--- config.mk ---
export PLATFORM = sky130hd
export DESIGN_NAME = return_stack_flat
export DESIGN_NICKNAME = d
export VERILOG_FILES = /design/src/rtl/return_stack_if.sv /design/src/rtl/return_stack.sv /design/src/flat_wrapper.sv
export SDC_FILE = /design/constraint.sdc
export NUM_CORES = 1
export LEC_CHECK = 0
export CAP_MARGIN = 5
export CORE_ASPECT_RATIO = 0.5
export CORE_UTILIZATION = 50
export CTS_CLUSTER_SIZE = 12
export DETAILED_ROUTE_END_ITERATION = 6
export GPL_TIMING_DRIVEN = 0
export HOLD_SLACK_MARGIN = 0.1
export PLACE_DENSITY = 0.76
export RECOVER_POWER = 50
export SETUP_SLACK_MARGIN = 0.02
export SYNTH_ARGS = -nofsm -noshare
export SYNTH_HDL_FRONTEND = slang
export SYNTH_SLANG_ARGS = --single-unit
--- constraint.sdc ---
create_clock -name clk -period 5.7 [get_ports clk]
set_input_delay 1.14 -clock clk [delete_from_list [all_inputs] [get_ports clk]]
set_output_delay 1.14 -clock clk [all_outputs]
set_load 0.05 [all_outputs]
--- src/rtl/return_stack_if.sv ---
`default_nettype none
// ============================================================================
// return_stack_if : call/return port bundle between controller and stack
// Rev 1.0
// ============================================================================
interface return_stack_if #(
    parameter int WIDTH = 12,
    parameter int DEPTH = 8
);
    localparam int CW = $clog2(DEPTH) + 1;

    logic             push;
    logic             pop;
    logic [WIDTH-1:0] push_data;
    logic             clr_err;
    logic [WIDTH-1:0] top_data;
    logic [CW-1:0]    count;
    logic             empty;
    logic             full;
    logic             overflow;
    logic             underflow;

    modport master (
        output push, pop, push_data, clr_err,
        input  top_data, count, empty, full, overflow, underflow
    );

    modport slave (
        input  push, pop, push_data, clr_err,
        output top_data, count, empty, full, overflow, underflow
    );
endinterface
`default_nettype wire

--- src/rtl/return_stack.sv ---
`default_nettype none
// ============================================================================
// return_stack : LIFO of return addresses with zero-latency top read
// Rev 1.0
// ============================================================================
module return_stack #(
    parameter int WIDTH = 12,
    parameter int DEPTH = 8
) (
    input  wire            clk,
    input  wire            rst,
    return_stack_if.slave  bus
);
    localparam int            PW      = $clog2(DEPTH);
    localparam int            CW      = PW + 1;
    localparam logic [CW-1:0] C_DEPTH = CW'(DEPTH);
    localparam logic [CW-1:0] C_ONE   = CW'(1);

    logic [WIDTH-1:0] mem_q [DEPTH];
    logic [CW-1:0]    count_q, count_d;
    logic             overflow_q, overflow_d;
    logic             underflow_q, underflow_d;

    logic             wr_en;
    logic [PW-1:0]    wr_addr;
    logic [WIDTH-1:0] wr_data;
    logic [PW-1:0]    top_idx;
    logic             is_empty;
    logic             is_full;

    // Low bits of count-1 also address the top when count==DEPTH (wraps to DEPTH-1)
    assign top_idx  = count_q[PW-1:0] - PW'(1);
    assign is_empty = (count_q == '0);
    assign is_full  = (count_q == C_DEPTH);

    always_comb begin
        count_d     = count_q;
        overflow_d  = bus.clr_err ? 1'b0 : overflow_q;
        underflow_d = bus.clr_err ? 1'b0 : underflow_q;
        wr_en       = 1'b0;
        wr_addr     = count_q[PW-1:0];
        wr_data     = bus.push_data;

        unique case ({bus.push, bus.pop})
            2'b11: begin
                wr_en = 1'b1;
                if (is_empty) begin
                    wr_addr     = '0;
                    count_d     = C_ONE;
                    underflow_d = 1'b1;
                end else begin
                    wr_addr = top_idx;
                end
            end
            2'b10: begin
                if (is_full) begin
                    overflow_d = 1'b1;
                end else begin
                    wr_en   = 1'b1;
                    count_d = count_q + C_ONE;
                end
            end
            2'b01: begin
                if (is_empty) begin
                    underflow_d = 1'b1;
                end else begin
                    count_d = count_q - C_ONE;
                end
            end
            default: ;
        endcase
    end

    always_ff @(posedge clk or negedge rst) begin
        if (!rst) begin
            count_q     <= '0;
            overflow_q  <= 1'b0;
            underflow_q <= 1'b0;
        end else begin
            count_q     <= count_d;
            overflow_q  <= overflow_d;
            underflow_q <= underflow_d;
        end
    end

    // Storage is not reset; writes are suppressed while reset is held
    always_ff @(posedge clk) begin
        if (rst && wr_en) begin
            mem_q[wr_addr] <= wr_data;
        end
    end

    assign bus.top_data  = is_empty ? '0 : mem_q[top_idx];
    assign bus.count     = count_q;
    assign bus.empty     = is_empty;
    assign bus.full      = is_full;
    assign bus.overflow  = overflow_q;
    assign bus.underflow = underflow_q;

endmodule
`default_nettype wire

--- src/flat_wrapper.sv ---
// flat-port wrapper written by rule: the top's interface ports become plain ports
module return_stack_flat 
#(
    parameter int WIDTH = 12,
    parameter int DEPTH = 8
)
  (clk, rst, bus_push, bus_pop, bus_push_data, bus_clr_err, bus_top_data, bus_count, bus_empty, bus_full, bus_overflow, bus_underflow);
  return_stack_if #(.WIDTH(WIDTH), .DEPTH(DEPTH)) bus_i ();
  input  wire clk;
  input  wire rst;
  input wire logic [$bits(bus_i.push)-1:0] bus_push;
  input wire logic [$bits(bus_i.pop)-1:0] bus_pop;
  input wire logic [$bits(bus_i.push_data)-1:0] bus_push_data;
  input wire logic [$bits(bus_i.clr_err)-1:0] bus_clr_err;
  output wire logic [$bits(bus_i.top_data)-1:0] bus_top_data;
  output wire logic [$bits(bus_i.count)-1:0] bus_count;
  output wire logic [$bits(bus_i.empty)-1:0] bus_empty;
  output wire logic [$bits(bus_i.full)-1:0] bus_full;
  output wire logic [$bits(bus_i.overflow)-1:0] bus_overflow;
  output wire logic [$bits(bus_i.underflow)-1:0] bus_underflow;
  assign bus_i.push = bus_push;
  assign bus_i.pop = bus_pop;
  assign bus_i.push_data = bus_push_data;
  assign bus_i.clr_err = bus_clr_err;
  assign bus_top_data = bus_i.top_data;
  assign bus_count = bus_i.count;
  assign bus_empty = bus_i.empty;
  assign bus_full = bus_i.full;
  assign bus_overflow = bus_i.overflow;
  assign bus_underflow = bus_i.underflow;
  return_stack #(.WIDTH(WIDTH), .DEPTH(DEPTH)) u_core (.clk(clk), .rst(rst), .bus(bus_i));
endmodule
==> out/qor.log, run 1 <==
[route] remaining number of nets flagged by the antenna check after routing 0
[setup_path] required time at the endpoint of the critical path 4.56 ns
[power] Internal Power 1810 µW
[finish] layout cell share with drive strength beyond 1 18.5%
[synthesis] flip-flop cell with the highest count after synthesis edfxtp_1
[job] Max-cap violations 0
[power] Max IR drop VDD 0.385 mV
[cts] post-CTS setup buffer count 0
[power] Power Density 596 mW/mm²
[grt] total grt overflow 0
[grt] first-pass GRT wire length 13,200 µm
[setup_path] maximum net fanout on the critical path 10
[route] initial DRC count 315
[cts] clock edge transition at the registers on the reported setup and hold paths 0.07 ns
[sta] Worst Skew 0.00697 ns
[route] final routed wire length divided by cell count 20.5 µm
[synthesis] Mapped Area 0.00432 mm²
[synthesis] top cells by count, synth edfxtp_1, nand2_1, mux4_2
[route] total vias in the final route 2,460
[route] mean number of vias per cell 5.86
[route] DRC violation count after routing 0
[setup_path] cells traversed along the worst timing path inv_1 > ha_1 > clkbuf_1 > buf_2 > mux4_2 > nand2_1 > a21oi_1 > clkdlybuf4s50_1
[synthesis] share of async-settable or async-resettable flops after synthesis 5.88%
[sta] Hold Violations, Final 0
[sta] unrepaired setup endpoints after global routing false
[cts] CTS H-tree lvls 3
[synthesis] Synth Area per Inst 17.0 µm²
[synthesis] count of unique library cells instantiated by Yosys 40
[floorplan] Std-Cell Rows 23
[sta] total negative slack for setup checks 0 ns
[route] Initial DRT Pass Iterations 5
[floorplan] starting utilization of the core area 52.8%
[synthesis] most common cell in the synthesized netlist edfxtp_1
[sta] Highest Clock Rate 219 MHz
[cts] number of hold buffers added after CTS 0
[floorplan] Horiz. Die Dim 133 µm
[finish] net count reported at finish 328
[sta] count of final setup violators 0
[synthesis] Synth Instances 254
[finish] number of fill cells 581
[placed_design] placed wire-length estimate 5490 µm
[finish] area of the multi-input gates 0.00120 mm²
[placed_design] final weighted congestion in routability-driven placement 0.814
[setup_path] category of the worst setup path launch point flip-flop
[setup_path] Slowest cell on crit path clkdlybuf4s50_1
[synthesis] biggest area consumer among synthesized cells edfxtp_1
[grt] number of antenna violations at the first check in global routing 0
[floorplan] floorplan die area 0.00903 mm²
[cts] clock root buffer master clkbuf_16
[finish] area taken by flip-flops and latches 0.00303 mm²
[setup_path] largest stage delay on the critical path 0.85 ns
[grt] via count of the first global-routing pass 2,473
[power] clock network fraction of design power 21.9%
[sta] max-slew headroom at the worst pin 17.9%
[finish] final core occ 63.5%
[worst_hold_path] Worst Hold Class flip-flop to flip-flop
[grt] maximum number of pins on one net before global-route repair 20
[cts] total CTS buffers 9
[setup_path] arrival time of the worst setup path 3.42 ns
[finish] number of antenna diodes 0
[cts] clock tree from TritonCTS built
[sta] final count of pins violating max slew 0
[cts] clock tree buffer depth 2
[sta] final worst path period need 4.56 ns
[sta] worst-margin pin slew 1.23 ns
[finish] area growth from synthesis to layout 20.3%
[synthesis] Yosys warning total 0
[cts] quantity of gates resized following cts 0
[synthesis] sequential cell area fraction in the yosys report 70.2%
[synthesis] post-synth top area share 66.8%
[floorplan] I/O pin count 37
[outcome] outcome completed
[power] Psw 1280 µW
[power] static power due to leakage 0.00177 µW
[route] total length of routed wires 8610 µm
[power] proportion of power drawn by flip-flops and latches 29.3%
[floorplan] overall die height 67.7 µm
[grt] global-route usage over all layers 20.9%
[setup_path] Setup CP Type flip-flop to primary output
[synthesis] dominant cells by area after synthesis edfxtp_1, mux4_2, dfrtp_1, nand2_1, a21oi_1
[sta] post-route fraction of the period consumed by the critical path 80.0%
[setup_path] endpoint type of the worst setup path primary output
[cts] latest clock arrival within the worst-skew pair 0.35 ns
[placed_design] IO buf count 36
[floorplan] area inside the core boundary 0.00817 mm²
[setup_path] number of buffer and inverter stages on the critical path 4
[synthesis] EDFF count, synth 96
[power] proportion of power drawn by combinational gates 48.8%
[setup_path] Top Family by Delay on Critical Path buffers and inverters
[synthesis] number of register bits inferred by synthesis 102
[cts] TritonCTS Sinks 102
[power] switching share of power 41.4%
[synthesis] number of nets produced by synthesis 279
-- logic make-up (layout without fill, tap and decap cells) --
| group | after synthesis | after routing | share of synthesized area (%) |
|---|---|---|---|
| simple gates | 53 | 53 | 5.97 |
| flops | 102 | 102 | 70.2 |
| buf+inv | 22 | 76 | 2.26 |
| compound gates | 39 | 39 | 5.45 |
| xor+xnor | 5 | 5 | 1.01 |
| fa+ha+maj | 8 | 8 | 2.32 |
| mux | 25 | 25 | 12.7 |
-- state kept, by name, summed over array words and instances, names as in the netlist --
signal and count:
u_core.mem_q 96, u_core.bus.underflow 1, u_core.bus.overflow 1, u_core.bus.count 4
-- power by group through the flow --
| stage | clock network [µW] | registers [µW] | logic, µW |
|---|---|---|---|
| after global placement | 0 | 920 | 1480 |
| after CTS | 682 | 908 | 1530 |
| after global routing | 714 | 913 | 1600 |
| final | 679 | 907 | 1510 |
| after detailed placement | 0 | 924 | 1510 |
| after floorplan | 0 | 969 | 1010 |
-- placed cells by master (no fill, tap or decap), drive strengths merged, types with 7 or more instances in the layout --
cell	synthesis	routed
nand2	30	30
ha	8	8
inv	10	15
mux4	24	24
nor2	7	7
a21oi	20	20
edfxtp	96	96
clkdlybuf4s50	0	17
dlygate4sd3	0	19
clkbuf	4	13
buf	8	10
-- tightest hold or removal path, cell delays in order, from the launching register on --
cell,delay [ns]
dfrtp_1,0.38
inv_1,0.05
o21ai_0,0.06
-- worst paths after layout --
check,startpoint,slack [ns],to,cells past startpoint
max,u_core.bus.count[0],1.14,bus_top_data[3],8
max in group asynchronous,rst,4.28,u_core.bus.count[0],1
max reg2reg,u_core.bus.count[0],2.44,u_core.mem_q[0][2],6
min,u_core.bus.overflow,0.52,u_core.bus.overflow,2
min in group asynchronous,rst,1.15,u_core.bus.overflow,1
min reg2reg,u_core.bus.overflow,0.52,u_core.bus.overflow,2
-- area by class of cell --
class	instances	area share, %
repair buffers	38	7.37
clock inverters	7	2.14
clock buffers	9	4.34
plain buffers	12	1.16
multi-input cells	130	23.2
flip-flops and latches	102	58.4
well taps	112	2.70
inverters	10	0.723
-- stage by stage --
| stage | cell area (µm²) | std cells | setup WS (ns) | power [µW] | hold slack (ns) |
|---|---|---|---|---|---|
| 2_1_floorplan | 4320 | 254 | 1.91 | 1970 | 0.748 |
| 3_5_place_dp | 4860 | 404 | 1.52 | 2440 | 0.526 |
| 6_report | 5190 | 420 | 1.14 | 3100 | 0.524 |
| 5_1_grt | 5190 | 420 | 0.947 | 3230 | 0.567 |
| 3_3_place_gp | 4820 | 402 | 1.34 | 2400 | 0.513 |
| 4_1_cts | 5190 | 420 | 1.14 | 3120 | 0.536 |
-- per-layer routing --
metal | vias to the layer above | GRT usage (%) | routed length [µm]
met5 | - | 0 | 0
met4 | 0 | 8.38 | 114
met3 | 14 | 6.01 | 529
met2 | 100 | 35.2 | 4180
met1 | 1256 | 26.2 | 3790
li1 | 1090 | - | -
(Power assumes the default switching activity.)
==> run 2, diff against run 1 <==
==> constraint.sdc (replaced) <==
create_clock -name clk -period 4.49 [get_ports clk]
set_input_delay 0.898 -clock clk [delete_from_list [all_inputs] [get_ports clk]]
set_output_delay 0.898 -clock clk [all_outputs]
set_load 0.05 [all_outputs]
==> run 2 against run 1 <==
  * Final area about the same
  * Non-clock buffer count did not move
  * Critical path depth did not move
  * Setup slack got worse by 0.88 ns
  * Register-to-register slack got worse by 1.2 ns
  * Clock power up 27%
  * Largest cell class unchanged
  * Final cell count unchanged
  * Highest routed layer unchanged
  * Die area did not move
  * Clock-buffer cell count unchanged
  * Sequential share of layout area fell by 0.056 points
  * Sequential power grew 27%
==> out/qor.log, run 2 (synthesis results as in run 1) <==
[outcome] outcome completed
[placed_design] final weighted congestion in routability-driven placement 0.814 [unchanged]
[finish] Top reg by flops u_core.mem_q
[floorplan] area inside the core boundary 0.00817 mm² [unchanged]
[placed_design] placed wire-length estimate 5490 µm [unchanged]
[route] remaining number of nets flagged by the antenna check after routing 0 [unchanged]
[sta] worst-margin pin slew 1.27 ns [+0.0472 ns]
[cts] clock root buffer master clkbuf_16
[sta] count of final setup violators 0 [unchanged]
[cts] clock tree buffer depth 2 [unchanged]
[sta] minimum setup slack in the final design 0.259 ns [-0.879 ns]
[sta] max-slew headroom at the worst pin 14.7% [-3.2 points]
[sta] post-route fraction of the period consumed by the critical path 94.2%
[sta] Highest Clock Rate 236 MHz
[setup_path] endpoint type of the worst setup path primary output
[grt] maximum number of pins on one net before global-route repair 20 [unchanged]
[route] initial DRC count 315 [unchanged]
[route] Initial DRT Pass Iterations 5 [unchanged]
[power] Design Power 3920 µW [+27%]
[placed_design] placed cells 404 [unchanged]
[power] Power Density 755 mW/mm² [+27%]
[grt] global-route usage over all layers 20.9% [unchanged]
[sta] unrepaired setup endpoints after global routing false
[finish] area growth from synthesis to layout 20.4% [about the same]
[route] final routed wire length divided by cell count 20.6 µm [+0.50%]
[setup_path] arrival time of the worst setup path 3.33 ns [-0.09 ns]
[cts] CTS H-tree lvls 3 [unchanged]
[grt] first-pass GRT wire length 13,200 µm [unchanged]
[grt] via count of the first global-routing pass 2,473 [unchanged]
[setup_path] category of the worst setup path launch point flip-flop
[cts] clock tree from TritonCTS built
[finish] max FFs per register 96 [unchanged]
[route] total length of routed wires 8650 µm [+0.50%]
[floorplan] overall die height 67.7 µm [unchanged]
[worst_hold_path] Worst Hold Class flip-flop to flip-flop
[floorplan] floorplan die area 0.00903 mm² [unchanged]
[sta] final worst path period need 4.23 ns
[route] DRC violation count after routing 0 [unchanged]
[sta] Hold Violations, Final 0 [unchanged]
[power] static power due to leakage 0.00180 µW [+1.3%]
[job] Max-cap violations 0 [unchanged]
[cts] TritonCTS Sinks 102 [unchanged]
[floorplan] starting utilization of the core area 52.8% [unchanged]
[cts] total CTS buffers 9 [unchanged]
[route] total vias in the final route 2,461 [+0.041%]
[cts] post-CTS setup buffer count 0 [unchanged]
[cts] latest clock arrival within the worst-skew pair 0.35 ns [about the same]
[grt] total grt overflow 0 [unchanged]
[finish] most frequent standard cell in the layout excluding fill and tap cells edfxtp_1
[cts] clock edge transition at the registers on the reported setup and hold paths 0.07 ns [about the same]
[sta] final count of pins violating max slew 0 [unchanged]
[setup_path] required time at the endpoint of the critical path 3.59 ns [-0.97 ns]
[route] mean number of vias per cell 5.86 [about the same]
[floorplan] Horiz. Die Dim 133 µm [unchanged]
[finish] commonest non-fill, non-tap cells in the layout edfxtp_1, nand2_1, mux4_2, dlygate4sd3_1, a21oi_1
[floorplan] I/O pin count 37 [unchanged]
[finish] net count reported at finish 328 [unchanged]
[cts] number of hold buffers added after CTS 0 [unchanged]
[sta] total negative slack for setup checks 0 ns [unchanged]
[sta] Worst Skew 0.00713 ns [+0.000160 ns]
[finish] layout cell share with drive strength beyond 1 18.5% [unchanged]
[setup_path] Setup CP Type flip-flop to primary output
[grt] number of antenna violations at the first check in global routing 0 [unchanged]
[power] Max IR drop VDD 0.339 mV [-12%]
[placed_design] IO buf count 36 [unchanged]
[finish] number of antenna diodes 0 [unchanged]
[setup_path] maximum net fanout on the critical path 10 [unchanged]
[placed_design] worst setup timing slack at the placement stage 0.554 ns [-0.968 ns]
[finish] fin cells 420 [unchanged]
[finish] final core occ 63.6% [about the same]
[floorplan] Std-Cell Rows 23 [unchanged]
run 2: layout make-up:
class,count,area (µm²)
Buffer,12,60.1
Clock buffer,9,225
Clock inverter,7,111
Fill cell,582,2980
Inverter,10,37.5
Multi-Input combinational cell,130,1200
Sequential cell,102,3030
Tap cell,112,140
Timing Repair Buffer,38,388
run 2: timing repair:
action,4_1_cts,5_1_grt
hold endpoints to repair,0,0
setup endpoints to repair,0,2
gates resized for setup,0,2
run 2: metal layers:
layer	global-route usage, %	part of all wire [%]
met2	35.2	49
met5	0	0
met1	26.2	44
met3	6.01	5.9
met4	8.38	1.1
run 2: path summary, 6_finish.rpt:
| path | startpoint | end | slack, ns | cells after the start |
|---|---|---|---|---|
| worst max register to register | u_core.bus.count[0] | u_core.mem_q[0][0] | 1.23 | 6 |
| worst min-delay path | u_core.bus.overflow | u_core.bus.overflow | 0.52 | 2 |
| max in group asynchronous | rst | u_core.bus.count[0] | 3.31 | 1 |
| worst max-delay path | u_core.bus.count[0] | bus_top_data[8] | 0.26 | 8 |
| min in group asynchronous | rst | u_core.bus.overflow | 0.90 | 1 |
| worst min register to register | u_core.bus.overflow | u_core.bus.overflow | 0.52 | 2 |
run 2: report_power, final:
group / leakage [µW] / internal (µW) / switching, µW
combinational: 0.000688 / 685 / 1230
sequential: 0.000944 / 1110 / 39.5
clock: 0.000166 / 504 / 356
run 2: worst max-delay path: stages, from the launching register on:
cell,delay [ns]
dfrtp_1,0.45
inv_1,0.16
ha_1,0.30
clkbuf_1,0.33
buf_2,0.43
mux4_2,0.26
nand2_1,0.05
a21oi_1,0.17
clkdlybuf4s50_1,0.84
run 2: through the flow:
| stage | instance area, µm² | hold WS, ns |
|---|---|---|
| 2_1_floorplan | 4320 | 0.602 |
| 3_3_place_gp | 4820 | 0.513 |
| 3_5_place_dp | 4860 | 0.526 |
| 4_1_cts | 5190 | 0.536 |
| 5_1_grt | 5200 | 0.567 |
| 6_report | 5200 | 0.524 |
==> run 3, diff against run 2 <==
--- a/config.mk
+++ b/config.mk
@@ -15,6 +15,7 @@
 export PLACE_DENSITY = 0.76
 export RECOVER_POWER = 50
 export SETUP_SLACK_MARGIN = 0.02
+export SLEW_MARGIN = 5
 export SYNTH_ARGS = -nofsm -noshare
 export SYNTH_HDL_FRONTEND = slang
 export SYNTH_SLANG_ARGS = --single-unit
==> run 3 against run 2 <==
  * Via count is 1.3% lower
  * Hold slack barely moved
  * Highest routed layer unchanged
  * Global-route usage is essentially flat
  * Setup slack worse by 0.070 ns
  * Register-to-register slack lost 0.04 ns
  * Clock skew increased by 0.0023 ns
  * Sequential power is essentially flat
  * Critical path depth is the same
  * Largest power group unchanged
  * Final cell count shrank 0.48%
==> out/qor.log, run 3 (synthesis results as in run 1) <==
[cts] post-CTS setup buffer count 0 [unchanged]
[route] mean number of vias per cell 5.81 [-0.83%]
[finish] Top reg by flops u_core.mem_q
[setup_path] endpoint type of the worst setup path primary output
[route] initial DRC count 204 [-35%]
[sta] Hold Violations, Final 0 [unchanged]
[finish] design area 0.00518 mm² [-0.38%]
[sta] post-route fraction of the period consumed by the critical path 95.8% [+1.5 points]
[worst_hold_path] origin of the worst min-delay path u_core.bus.overflow
[setup_path] Top Family by Delay on Critical Path buffers and inverters
[cts] CTS H-tree lvls 3 [unchanged]
[finish] net count reported at finish 326 [-0.61%]
[placed_design] placed wire-length estimate 5380 µm [-1.9%]
[worst_hold_path] Worst Hold Class flip-flop to flip-flop
[route] remaining number of nets flagged by the antenna check after routing 0 [unchanged]
[placed_design] IO buf count 36 [unchanged]
[cts] latest clock arrival within the worst-skew pair 0.35 ns [about the same]
[finish] most frequent standard cell in the layout excluding fill and tap cells edfxtp_1
[setup_path] cells traversed along the worst timing path inv_1 > ha_1 > clkbuf_1 > buf_2 > mux4_2 > nand2_1 > a21oi_1 > clkdlybuf4s50_1
[sta] final worst path period need 4.30 ns [+0.0696 ns]
[setup_path] Worst R2R Start u_core.bus.count[0]
[grt] maximum number of pins on one net before global-route repair 20 [unchanged]
[power] static power due to leakage 0.00176 µW [-2.0%]
[cts] clock root buffer master clkbuf_16
[finish] area growth from synthesis to layout 19.9%
[grt] number of antenna violations at the first check in global routing 0 [unchanged]
[floorplan] I/O pin count 37 [unchanged]
[route] final routed wire length divided by cell count 20.8 µm [+1.1%]
[sta] unrepaired setup endpoints after global routing false
[power] Max IR drop VDD 0.357 mV [+5.3%]
[floorplan] area inside the core boundary 0.00817 mm² [unchanged]
[floorplan] Std-Cell Rows 23 [unchanged]
[setup_path] arrival time of the worst setup path 3.40 ns [+0.07 ns]
[grt] first-pass GRT wire length 13,000 µm [-1.6%]
[setup_path] Crit. Startpoint u_core.bus.count[0]
[placed_design] cell area after placement 0.00484 mm² [-0.31%]
[finish] max FFs per register 96 [unchanged]
[route] DRC violation count after routing 0 [unchanged]
[finish] final core occ 63.3% [-0.24 points]
[cts] total CTS buffers 9 [unchanged]
[grt] global-route usage over all layers 20.9% [about the same]
[outcome] outcome completed
[sta] max-slew headroom at the worst pin 14.0% [-0.76 points]
[setup_path] Setup CP Type flip-flop to primary output
[cts] number of hold buffers added after CTS 0 [unchanged]
[setup_path] largest stage delay on the critical path 0.86 ns [+0.02 ns]
[setup_path] number of buffer and inverter stages on the critical path 4 [unchanged]
[cts] clock edge transition at the registers on the reported setup and hold paths 0.07 ns [about the same]
[finish] commonest non-fill, non-tap cells in the layout edfxtp_1, nand2_1, mux4_2, dlygate4sd3_1, clkdlybuf4s50_1
[setup_path] Slowest cell on crit path clkdlybuf4s50_1
[cts] TritonCTS Sinks 102 [unchanged]
[route] total vias in the final route 2,429 [-1.3%]
[placed_design] worst setup timing slack at the placement stage 0.510 ns [-0.0439 ns]
[sta] Highest Clock Rate 233 MHz [-1.6%]
[floorplan] starting utilization of the core area 52.8% [unchanged]
[floorplan] Horiz. Die Dim 133 µm [unchanged]
[route] total length of routed wires 8700 µm [+0.58%]
[finish] number of antenna diodes 0 [unchanged]
[route] Initial DRT Pass Iterations 4 [-1]
[sta] Worst Skew 0.00945 ns [+0.00232 ns]
[sta] final count of pins violating max slew 0 [unchanged]
[job] Max-cap violations 0 [unchanged]
[floorplan] overall die height 67.7 µm [unchanged]
[cts] quantity of gates resized following cts 0 [unchanged]
[setup_path] category of the worst setup path launch point flip-flop
[setup_path] required time at the endpoint of the critical path 3.59 ns [about the same]
[sta] minimum setup slack in the final design 0.189 ns [-0.0696 ns]
[finish] number of fill cells 586 [+0.69%]
[cts] clock tree from TritonCTS built
[floorplan] floorplan die area 0.00903 mm² [unchanged]
[grt] total grt overflow 0 [unchanged]
[grt] via count of the first global-routing pass 2,407 [-2.7%]
[power] Power Density 759 mW/mm² [+0.46%]
[cts] clock tree buffer depth 2 [unchanged]
[sta] worst-margin pin slew 1.29 ns [+0.0113 ns]
[finish] layout cell share with drive strength beyond 1 18.6% [+0.12 points]
[setup_path] maximum net fanout on the critical path 10 [unchanged]
[sta] total negative slack for setup checks 0 ns [unchanged]
[sta] WHS 0.524 ns [-0.00000200 ns]
[sta] count of final setup violators 0 [unchanged]
[placed_design] final weighted congestion in routability-driven placement 0.814 [unchanged]
## run 3: changes by cell type in the layout (fill, tap and decap cells not counted)
cell and delta:
a21oi_1 -2, dlymetal6s2s_1 -2, clkdlybuf4s50_1 +2, a21oi_2 +2
buf_6 -2
## run 3: stage by stage
step                      std cells  power [µW]
after floorplan                 254        2510
after global placement          402        3050
after detailed placement        402        3100
after CTS                       418        3960
after global routing            418        4080
final                           418        3930
## run 3: area by class of cell
cell class                 instances  area [µm²]  area share (%)
sequential                       102        3030            58.6
timing repair buffer              36         360            6.96
buffer                            12        60.1            1.16
inverter                          10        37.5           0.725
clock inverter                     7         111            2.15
clock buffer                       9         225            4.35
multi-input combinational        130        1210            23.4
tap                              112         140            2.71
## run 3: report_power, final
group	switching [µW]	internal, µW	leakage, µW
clock network	360	504	0.000166
logic	1230	684	0.000652
registers	39.1	1110	0.000944
## run 3: final timing paths
check | to | slack (ns) | cells past startpoint
worst max register to register | u_core.mem_q[0][9] | 1.19 | 6
min in group asynchronous | u_core.bus.count[3] | 0.90 | 1
worst min register to register | u_core.bus.overflow | 0.52 | 2
max in group asynchronous | u_core.bus.count[2] | 3.32 | 1
worst min-delay path | u_core.bus.overflow | 0.52 | 2
worst max-delay path | bus_top_data[3] | 0.19 | 8
## run 3: tightest hold or removal path: cells and delay by family, from the launching register on
family | cells | cell delay (ns)
DFF | 1 | 0.37
AOI/OAI and AO/OA | 1 | 0.06
buffers and inverters | 1 | 0.05
## run 3: routing by layer
layer / share of wire (%) / track usage, % / vias up / wire, µm
met5: 0 / 0 / - / 0
met4: 1.7 / 9.23 / 0 / 144
met3: 5.1 / 5.26 / 14 / 445
met2: 49 / 35.7 / 87 / 4260
met1: 44 / 26.0 / 1245 / 3850
li1: - / - / 1083 / -
